==> src/rtl/comp_unit_pkg.sv <==
// Shared constants for comp_unit: header RAM geometry and producer ids.
package comp_unit_pkg;
  localparam int unsigned HDR_DW = 32;
  localparam int unsigned HDR_AW = 4;
  localparam logic SRC_COMP = 1'b0;
  localparam logic SRC_DMA  = 1'b1;
endpackage

==> src/rtl/hdr_rr_arb2.sv <==
// Two-way round-robin arbiter that holds its grant until the granted producer sends its last word.
module hdr_rr_arb2
  import comp_unit_pkg::*;
(
  input  logic       clk,
  input  logic       rst_n,
  input  logic       flush,
  input  logic [1:0] valid,
  input  logic       last,
  input  logic       accept,
  output logic       gnt,
  output logic       lock
);

  logic gnt_q, lock_q, last_gnt_q;

  always_comb begin
    gnt = gnt_q;
    if (!lock_q) begin
      unique case (valid)
        2'b01:   gnt = SRC_COMP;
        2'b10:   gnt = SRC_DMA;
        2'b11:   gnt = ~last_gnt_q;
        default: gnt = gnt_q;
      endcase
    end
  end

  assign lock = lock_q;

  // last_gnt starts at DMA so the compressor wins the first contended packet.
  always_ff @(posedge clk or negedge rst_n) begin
    if (!rst_n) begin
      gnt_q      <= 1'b0;
      lock_q     <= 1'b0;
      last_gnt_q <= 1'b1;
    end else if (flush) begin
      gnt_q  <= gnt;
      lock_q <= 1'b0;
    end else begin
      gnt_q <= gnt;
      if (accept) begin
        lock_q <= ~last;
        if (last) last_gnt_q <= gnt;
      end
    end
  end

endmodule

==> src/rtl/hdr_queue_ctrl.sv <==
// Header RAM sequencer: 16-entry circular queue fed by two packet producers, drained by one consumer.
module hdr_queue_ctrl
  import comp_unit_pkg::*;
#(
  parameter int unsigned DW = HDR_DW,
  parameter int unsigned AW = HDR_AW
) (
  input  logic          clk,
  input  logic          rst_n,
  input  logic          flush,
  input  logic          req0_valid,
  input  logic [DW-1:0] req0_data,
  input  logic          req0_last,
  output logic          req0_ready,
  input  logic          req1_valid,
  input  logic [DW-1:0] req1_data,
  input  logic          req1_last,
  output logic          req1_ready,
  output logic          out_valid,
  output logic [DW-1:0] out_data,
  output logic          out_last,
  output logic          out_src,
  input  logic          out_ready,
  output logic [AW-1:0] ram_waddr,
  output logic          ram_we,
  output logic [DW-1:0] ram_wdata,
  output logic [AW-1:0] ram_raddr,
  input  logic [DW-1:0] ram_rdata,
  output logic [AW:0]   count,
  output logic          full,
  output logic          empty
);

  localparam int unsigned Depth = 2 ** AW;
  localparam logic [AW:0] FullCount = (AW + 1)'(Depth);

  logic [AW-1:0] wr_ptr_q, rd_ptr_q;
  logic [AW:0]   count_q, count_d;
  logic          full_q, empty_q;
  logic          last_mem [Depth];
  logic          src_mem  [Depth];

  logic          gnt, lock, can_accept, accept, pop;
  logic          sel_valid, sel_last;
  logic [DW-1:0] sel_data;

  hdr_rr_arb2 u_arb (
    .clk    (clk),
    .rst_n  (rst_n),
    .flush  (flush),
    .valid  ({req1_valid, req0_valid}),
    .last   (sel_last),
    .accept (accept),
    .gnt    (gnt),
    .lock   (lock)
  );

  assign sel_valid = gnt ? req1_valid : req0_valid;
  assign sel_data  = gnt ? req1_data  : req0_data;
  assign sel_last  = gnt ? req1_last  : req0_last;

  // rst_n term keeps ready low while reset is held, independent of producer inputs.
  assign can_accept = rst_n & ~full_q & ~flush;
  assign req0_ready = can_accept & ~gnt & (lock | req0_valid);
  assign req1_ready = can_accept &  gnt & (lock | req1_valid);
  assign accept     = sel_valid & (gnt ? req1_ready : req0_ready);
  assign pop        = ~empty_q & out_ready & ~flush;

  assign ram_we    = accept;
  assign ram_waddr = wr_ptr_q;
  assign ram_wdata = sel_data;
  assign ram_raddr = rd_ptr_q;

  assign out_valid = ~empty_q;
  assign out_data  = ram_rdata;
  assign out_last  = last_mem[rd_ptr_q];
  assign out_src   = src_mem[rd_ptr_q];

  assign count = count_q;
  assign full  = full_q;
  assign empty = empty_q;

  always_comb begin
    count_d = count_q;
    if (flush)              count_d = '0;
    else if (accept && !pop) count_d = count_q + 1'b1;
    else if (pop && !accept) count_d = count_q - 1'b1;
  end

  always_ff @(posedge clk or negedge rst_n) begin
    if (!rst_n) begin
      wr_ptr_q <= '0;
      rd_ptr_q <= '0;
      count_q  <= '0;
      full_q   <= 1'b0;
      empty_q  <= 1'b1;
    end else begin
      if (flush) begin
        wr_ptr_q <= '0;
        rd_ptr_q <= '0;
      end else begin
        if (accept) wr_ptr_q <= wr_ptr_q + 1'b1;
        if (pop)    rd_ptr_q <= rd_ptr_q + 1'b1;
      end
      count_q <= count_d;
      full_q  <= (count_d == FullCount);
      empty_q <= (count_d == '0);
    end
  end

  // Side arrays travel with the RAM contents, so they need no reset.
  always_ff @(posedge clk) begin
    if (accept) begin
      last_mem[wr_ptr_q] <= sel_last;
      src_mem[wr_ptr_q]  <= gnt;
    end
  end

endmodule

==> config.mk <==
export PLATFORM = sky130hd
export DESIGN_NAME = hdr_queue_ctrl
export DESIGN_NICKNAME = d
export VERILOG_FILES = /design/src/rtl/comp_unit_pkg.sv /design/src/rtl/hdr_rr_arb2.sv /design/src/rtl/hdr_queue_ctrl.sv
export SDC_FILE = /design/constraint.sdc
export NUM_CORES = 1
export LEC_CHECK = 0
export ABC_AREA = 1
export BUFFER_PORTS_ARGS = -buffer_cell sky130_fd_sc_hd__buf_2
export CAP_MARGIN = 20
export CORE_MARGIN = 8
export CORE_UTILIZATION = 30
export CTS_BUF_LIST = sky130_fd_sc_hd__clkbuf_4
export DETAILED_ROUTE_END_ITERATION = 12
export GPL_TIMING_DRIVEN = 0
export PLACE_DENSITY = 0.61
export SLEW_MARGIN = 10
export SYNTH_ARGS = -nofsm -noshare
export SYNTH_HDL_FRONTEND = slang
export SYNTH_SLANG_ARGS = --single-unit
==> constraint.sdc <==
create_clock -name clk -period 2.55 [get_ports clk]
set_input_delay 0.1275 -clock clk [delete_from_list [all_inputs] [get_ports clk]]
set_output_delay 0.1275 -clock clk [all_outputs]
set_load 0.01 [all_outputs]
* After elaboration in Yosys (flattened, before gate mapping)
Memories as Yosys holds them, arrays and structs flattened.
Index checks and enable logic that the tools add are counted.
Widths: inputs -> output; s select.
** Storage, ports and cells
- Output and inout bits :: 85
- Register bits :: 18
- Word-level logic and storage cells :: 60
- Bits of input ports :: 104
- Memories :: 2
- RAM bits :: 32
** Operators by class
- Reductions and logical operators :: 8
- Bitwise gates (word level) :: 17
- Multiplexer cells :: 17
- Add/sub/neg operators :: 4
- Equality and inequality tests :: 4
** Memories
- last_mem :: words 16, width 1, read ports 1, clocked after Yosys merged registers in 0, wr ports 1, line hdr_queue_ctrl.sv:40 : logic last_mem [Depth];
- src_mem :: words 16, width 1, read ports 1, clocked after Yosys merged registers in 0, wr ports 1, line hdr_queue_ctrl.sv:41 : logic src_mem [Depth];
** Operator list (number)
- $mux 32 :: 1
- $mux 4 :: 4
- $mux 5 :: 3
- $and 1x1->1 :: 9
- $add 4x1->4 const B :: 2
- $mux 1 :: 8
- $not 1->1 :: 6
- $add 5x1->5 const B :: 1
- $eq 5x5->1 const B :: 1
- $logic_not 5->1 :: 1
- $sub 5x1->5 const B :: 1
- $eq 2x2->1 const B :: 2
- $reduce_bool 2->1 :: 2
- $pmux 1 s3 :: 1
- $reduce_and 3->1 :: 1
- $eq 2x1->1 const B :: 1
- $logic_and 1x1->1 :: 2
- $logic_not 1->1 :: 2
- $or 1x1->1 :: 2

* Logic depth before layout (Yosys ltp)
- Depth after elaboration :: 14
- Gate-level depth with buffers :: 15
- Mapped depth without buffers :: 15

* Hierarchy
A second synthesis with hierarchy kept.
** Second synthesis, totals
- Cells, all modules :: 399
- Area, all modules :: 3103.0 um^2
** Modules (own cells, without submodules)
- hdr_queue_ctrl :: seq. area each 1337.5 um^2, instances 1, cells each 378, area each 2952.8 um^2
- hdr_rr_arb2 :: seq. area each 76.3 um^2, instances 1, cells each 21, area each 150.1 um^2

* Least setup slack after synthesis
Ideal clock, no wire load.
- Kind :: register to register
- From :: register u_arb.last_gnt_q
- To :: memory last_mem[11] (enable)
- Setup slack :: 0.788 ns
- Cell stages (with the launch flop) :: 11
- Library setup time :: 0.309 ns
- Data required time :: 2.241 ns
- Buffers on the path :: 0
- Arrival time :: 1.453 ns
- Clock period less this slack :: 1.762 ns
- Path through :: dfstp_2 nand2_1 nand3_2 nand2_8 inv_6 nand2_4 nand2_4 nand2_4 inv_2 nand2_1 nor2_1
** Between the ends
- Cells in the longest elaborated chain, start to end :: 10
- Elaborated cells on any way between the ends :: 13
- Those cells by class :: 6 x mux; 7 x bitwise
** RTL lines
- from (decl) :: line hdr_rr_arb2.sv:15 : logic gnt_q, lock_q, last_gnt_q;
- from (signal assigned) :: line hdr_rr_arb2.sv:44 : if (last) last_gnt_q <= gnt;
- $not 1->1 (*) :: line hdr_rr_arb2.sv:23 : 2'b11: gnt = ~last_gnt_q;
- $pmux 1 s3 (*) :: line hdr_rr_arb2.sv:20 : unique case (valid)
- $mux 1 (*) :: line hdr_rr_arb2.sv:19 : if (!lock_q) begin
- $not 1->1 :: line hdr_queue_ctrl.sv:64 : assign req0_ready = can_accept & ~gnt & (lock | req0_valid);
- $and 1x1->1 (2 in series) :: line hdr_queue_ctrl.sv:64
- $mux 1 :: line hdr_queue_ctrl.sv:66 : assign accept = sel_valid & (gnt ? req1_ready : req0_ready);
- $and 1x1->1 (*) :: line hdr_queue_ctrl.sv:66
- named net ram_we :: line hdr_queue_ctrl.sv:25 : output logic ram_we,
- $mux 1 (*) :: line hdr_queue_ctrl.sv:113 : if (accept) begin
- $mux 1 (implied by the code) (*) :: line hdr_queue_ctrl.sv:114 : last_mem[wr_ptr_q] <= sel_last;
- to (decl) :: line hdr_queue_ctrl.sv:40
Mark *: on every way through the listed nets, which the timed path passes. The rest lies on a longest branch.

* Worst setup path in the final report
- From :: register rd_ptr_q[0], in the netlist ram_raddr[0]
- To :: output port out_src
** Between the ends
- Cells in the longest elaborated chain, start to end :: 1
** RTL lines
- from (decl) :: line hdr_queue_ctrl.sv:37 : logic [AW-1:0] wr_ptr_q, rd_ptr_q;
- from (signal assigned) :: line hdr_queue_ctrl.sv:103 : if (pop) rd_ptr_q <= rd_ptr_q + 1'b1;
- $mem_v2 16x1
- to (decl) :: line hdr_queue_ctrl.sv:22 : output logic out_src,
No other way between the ends.

==> flow_metrics.env <==
export IMPL_internal_pwr_total_mw=1.45
export IMPL_pwr_density_cell_nw_per_um2=581
export IMPL_rows=37
export IMPL_coreArea_um2=10200
export IMPL_seq_power_share_pct=41.6
export IMPL_netlist_area_um2=3110
export IMPL_most_used_flip_flop_cell_after_synthesis="edfxtp_1"
export IMPL_yosys_warnings=0
export IMPL_clock_latency_ns=0.38
export IMPL_critical_path_slowest_cell="dfrtp_1"
export IMPL_layout_cells_most_common="buf_2"
export IMPL_fraction_of_registers_with_async_set_reset_pct=36.0
export IMPL_multiInputGateArea_um2=1300
export IMPL_cp_data_required_time_ns=2.42
export IMPL_postSynthAreaPerCell_um2=7.92
export IMPL_gpl_final_weighted_congestion=0.832
export IMPL_final_layout_size_suffix_gt1_share_pct=39.3
export IMPL_finalSetupViolCount=0
export IMPL_chipWidth_um=118
export IMPL_design_area_um2=4140
export IMPL_globalRouteMet3Util_pct=5.42
export IMPL_seq_area_um2=1410
export IMPL_leakage_nw=2.20
export IMPL_finalNetCount=667
export IMPL_grt_busiest_layer="met2"
export IMPL_clock_path_buffers=2
export IMPL_outcome="complete, no violations"
export IMPL_tritoncts_num_buffers=5
export IMPL_grt_pass1_vias=3355
export IMPL_grt_antenna_before_repair=0
export IMPL_firstDrtPassIters=4
export IMPL_finalWirelength_mm=9.56
export IMPL_max_cap_violations=0
export IMPL_filler_cell_count=1074
export IMPL_drt_iter0_drc=132
export IMPL_p_sw_share_pct=39.5
export IMPL_period_minus_slack_ns=2.39
export IMPL_cts_root_buffer_cell="clkbuf_4"
export IMPL_worst_path_max_stage_delay_ns=0.41
export IMPL_h_tree_depth=2
export IMPL_place_port_buffers=156
export IMPL_die_height_um=118
export IMPL_cts_reportedPaths_clkPinSlew_ns=0.15
export IMPL_final_min_period_over_clock_period_pct=93.8
export IMPL_grt_first_pass_wirelength_mm=15.5
export IMPL_maximum_number_of_pins_on_one_net_before_global_route_repair=36
export IMPL_min_path_type="in -> reg"
export IMPL_start_util_pct=30.6
export IMPL_die_area_um2=13900
export IMPL_tritoncts="done"
export IMPL_max_slew_worst_pin_slew_ns=0.552
export IMPL_syn_nets=504
export IMPL_dr_total_vias=3079
export IMPL_hold_ws_ns=0.0476
export IMPL_yosysUniqueCellTypes=34
export IMPL_sequence_of_cells_on_the_critical_path="clkbuf_2 > clkinvlp_4 > clkbuf_2 > o21ai_0 > o22ai_1 > o21ai_0 > o22ai_1 > buf_2"
export IMPL_layout_cells_most_common_list="156 x buf_2, 132 x nand2_1, 46 x nor2_1, 32 x buf_4, 32 x edfxtp_1"
export IMPL_groute_usage_overall_pct=13.3
export IMPL_post_dp_hpwl_mm=7.79
export IMPL_clock_power_share_pct=15.6
export IMPL_routed_via_density=4.44
export IMPL_worst_setup_path_type="reg -> out"
export IMPL_clock_sink_count=50
export IMPL_power_combinational_fraction_pct=42.9
export IMPL_num_antenna_cells=0
export IMPL_worst_clock_skew_ns=0.0200
export IMPL_start_kind="register"
export IMPL_route_antenna_remaining_nets=0
export IMPL_vdd_drop_max_mv=0.236
export IMPL_switching_power_uw=948
export IMPL_critical_path_arrival_ns=2.26
export IMPL_use_met1_pct=13.6
export IMPL_route_detailed_wl_per_inst_um=13.8
export IMPL_setup_total_negative_slack_ns=0
export IMPL_gr_usage_met2_pct=24.4
export IMPL_grt_remaining_overflow=0
export IMPL_placed_cell_area_um2=4070
export IMPL_part_of_the_yosys_area_used_for_sequential_elements_pct=45.4
export IMPL_rsz_0062_raised_after_global_routing="false"
export IMPL_area_delta_synth_final_pct=32.8
export IMPL_slew_limit_headroom_pct=63.1
export IMPL_worst_setup_path_end_kind="output port"
export IMPL_floorplan_io_pins=189
export IMPL_number_of_synthesized_flops_with_an_enable_pin=32
export IMPL_largest_fanout_of_any_net_on_the_critical_path=10
export IMPL_max_freq_ghz=0.418
export IMPL_slew_violations=0
export IMPL_final_routed_drc_violation_total=0
export IMPL_fin_total_pwr_mw=2.40
export IMPL_post_synth_inst_count=393
export IMPL_postSynthRegisterBits=50
export IMPL_final_hold_viol_count=0
[Yosys cell counts, drive strengths merged, types with 2 or more instances]
library cell  number  area (um^2)
a21oi              6         30.0
buf               32          240
clkbuf            11         42.5
dfrtp             16          400
dfstp              2         52.6
edfxtp            32          961
ha                 7         87.6
inv               28          110
nand2            142          592
nand3             19          118
nor2              47          179
nor3               4         20.0
o21ai             25          125
o22ai              8         50.1
xor2               4         35.0
[state kept, by name, summed over array words and instances (netlist names)]
signal / flops
last_mem: 16
src_mem: 16
count: 5
ram_raddr: 4
ram_waddr: 4
empty: 1
full: 1
u_arb.gnt_q: 1
u_arb.last_gnt_q: 1
u_arb.lock: 1
[cells by family (layout without fill, tap and decap cells)]
family	count (synthesis)	in the layout	share of synthesized area (%)
adder cells (fa/ha/maj)	7	7	2.81
XOR/XNOR	5	5	1.41
AO/OA/AOI/OAI	43	43	7.63
AND/OR/NAND/NOR	216	216	30.0
buffers and inverters	72	236	12.7
flip-flops	50	50	45.4
[power groups by stage]
stage	Clock (mW)	Sequential [mW]	Combinational, mW
after floorplan	0	1.03	0.628
after global placement	0	1.02	1.03
after detailed placement	0	1.02	1.04
after CTS	0.379	0.999	1.04
after global routing	0.416	1.01	1.16
final	0.374	0.999	1.03
[worst paths after layout]
check | start | end | slack (ns) | cells past startpoint
min | flush | ram_waddr[0] | 0.05 | 2
max | ram_raddr[0] | out_src | 0.16 | 8
max reg2reg | u_arb.last_gnt_q | last_mem[3] | 0.38 | 10
min in group asynchronous | rst_n | count[1] | 0.21 | 2
max in group asynchronous | rst_n | u_arb.last_gnt_q | 1.98 | 2
min reg2reg | u_arb.last_gnt_q | u_arb.last_gnt_q | 0.50 | 2
[cell type report]
cell class                 instances  share of cell area [%]
clock inverter                     3                   0.514
buffer                            42                    6.78
inverter                          29                    2.84
clock buffer                       5                   0.908
sequential                        50                    34.2
multi-input combinational        271                    31.5
tap                              136                    4.11
timing repair buffer             157                    19.1
[metal layers]
metal / vias to the layer above / part of all wire (%)
li1: 1561 / -
met1: 1370 / 40
met5: - / 0
met2: 142 / 49
met4: 0 / 1.2
met3: 6 / 9.5
[repair_timing]
action                                 4_1_cts  5_1_grt
pin swaps                                    0        0
resized for setup                            0        3
setup endpoints to repair                    9        1
hold buffers                                 1        0
buffers inserted                             0        0
endpoints found under the hold margin       16        0
[through the flow]
stage | instances | util, % | setup slack, ns
final | 693 | 40.6 | 0.158
after floorplan | 393 | - | 0.788
after CTS | 693 | 40.6 | 0.0738
after detailed placement | 685 | 39.9 | 0.371
after global placement | 685 | 39.9 | 0.453
after global routing | 693 | 40.6 | 0.0181
[critical path: cells and delay by family, from the launching register on]
family                 cells  cell delay, ns
AOI/OAI and AO/OA          4            0.63
buffers and inverters      4            0.87
DFF                        1            0.41
Note: power is estimated with default switching activity, not from simulation.
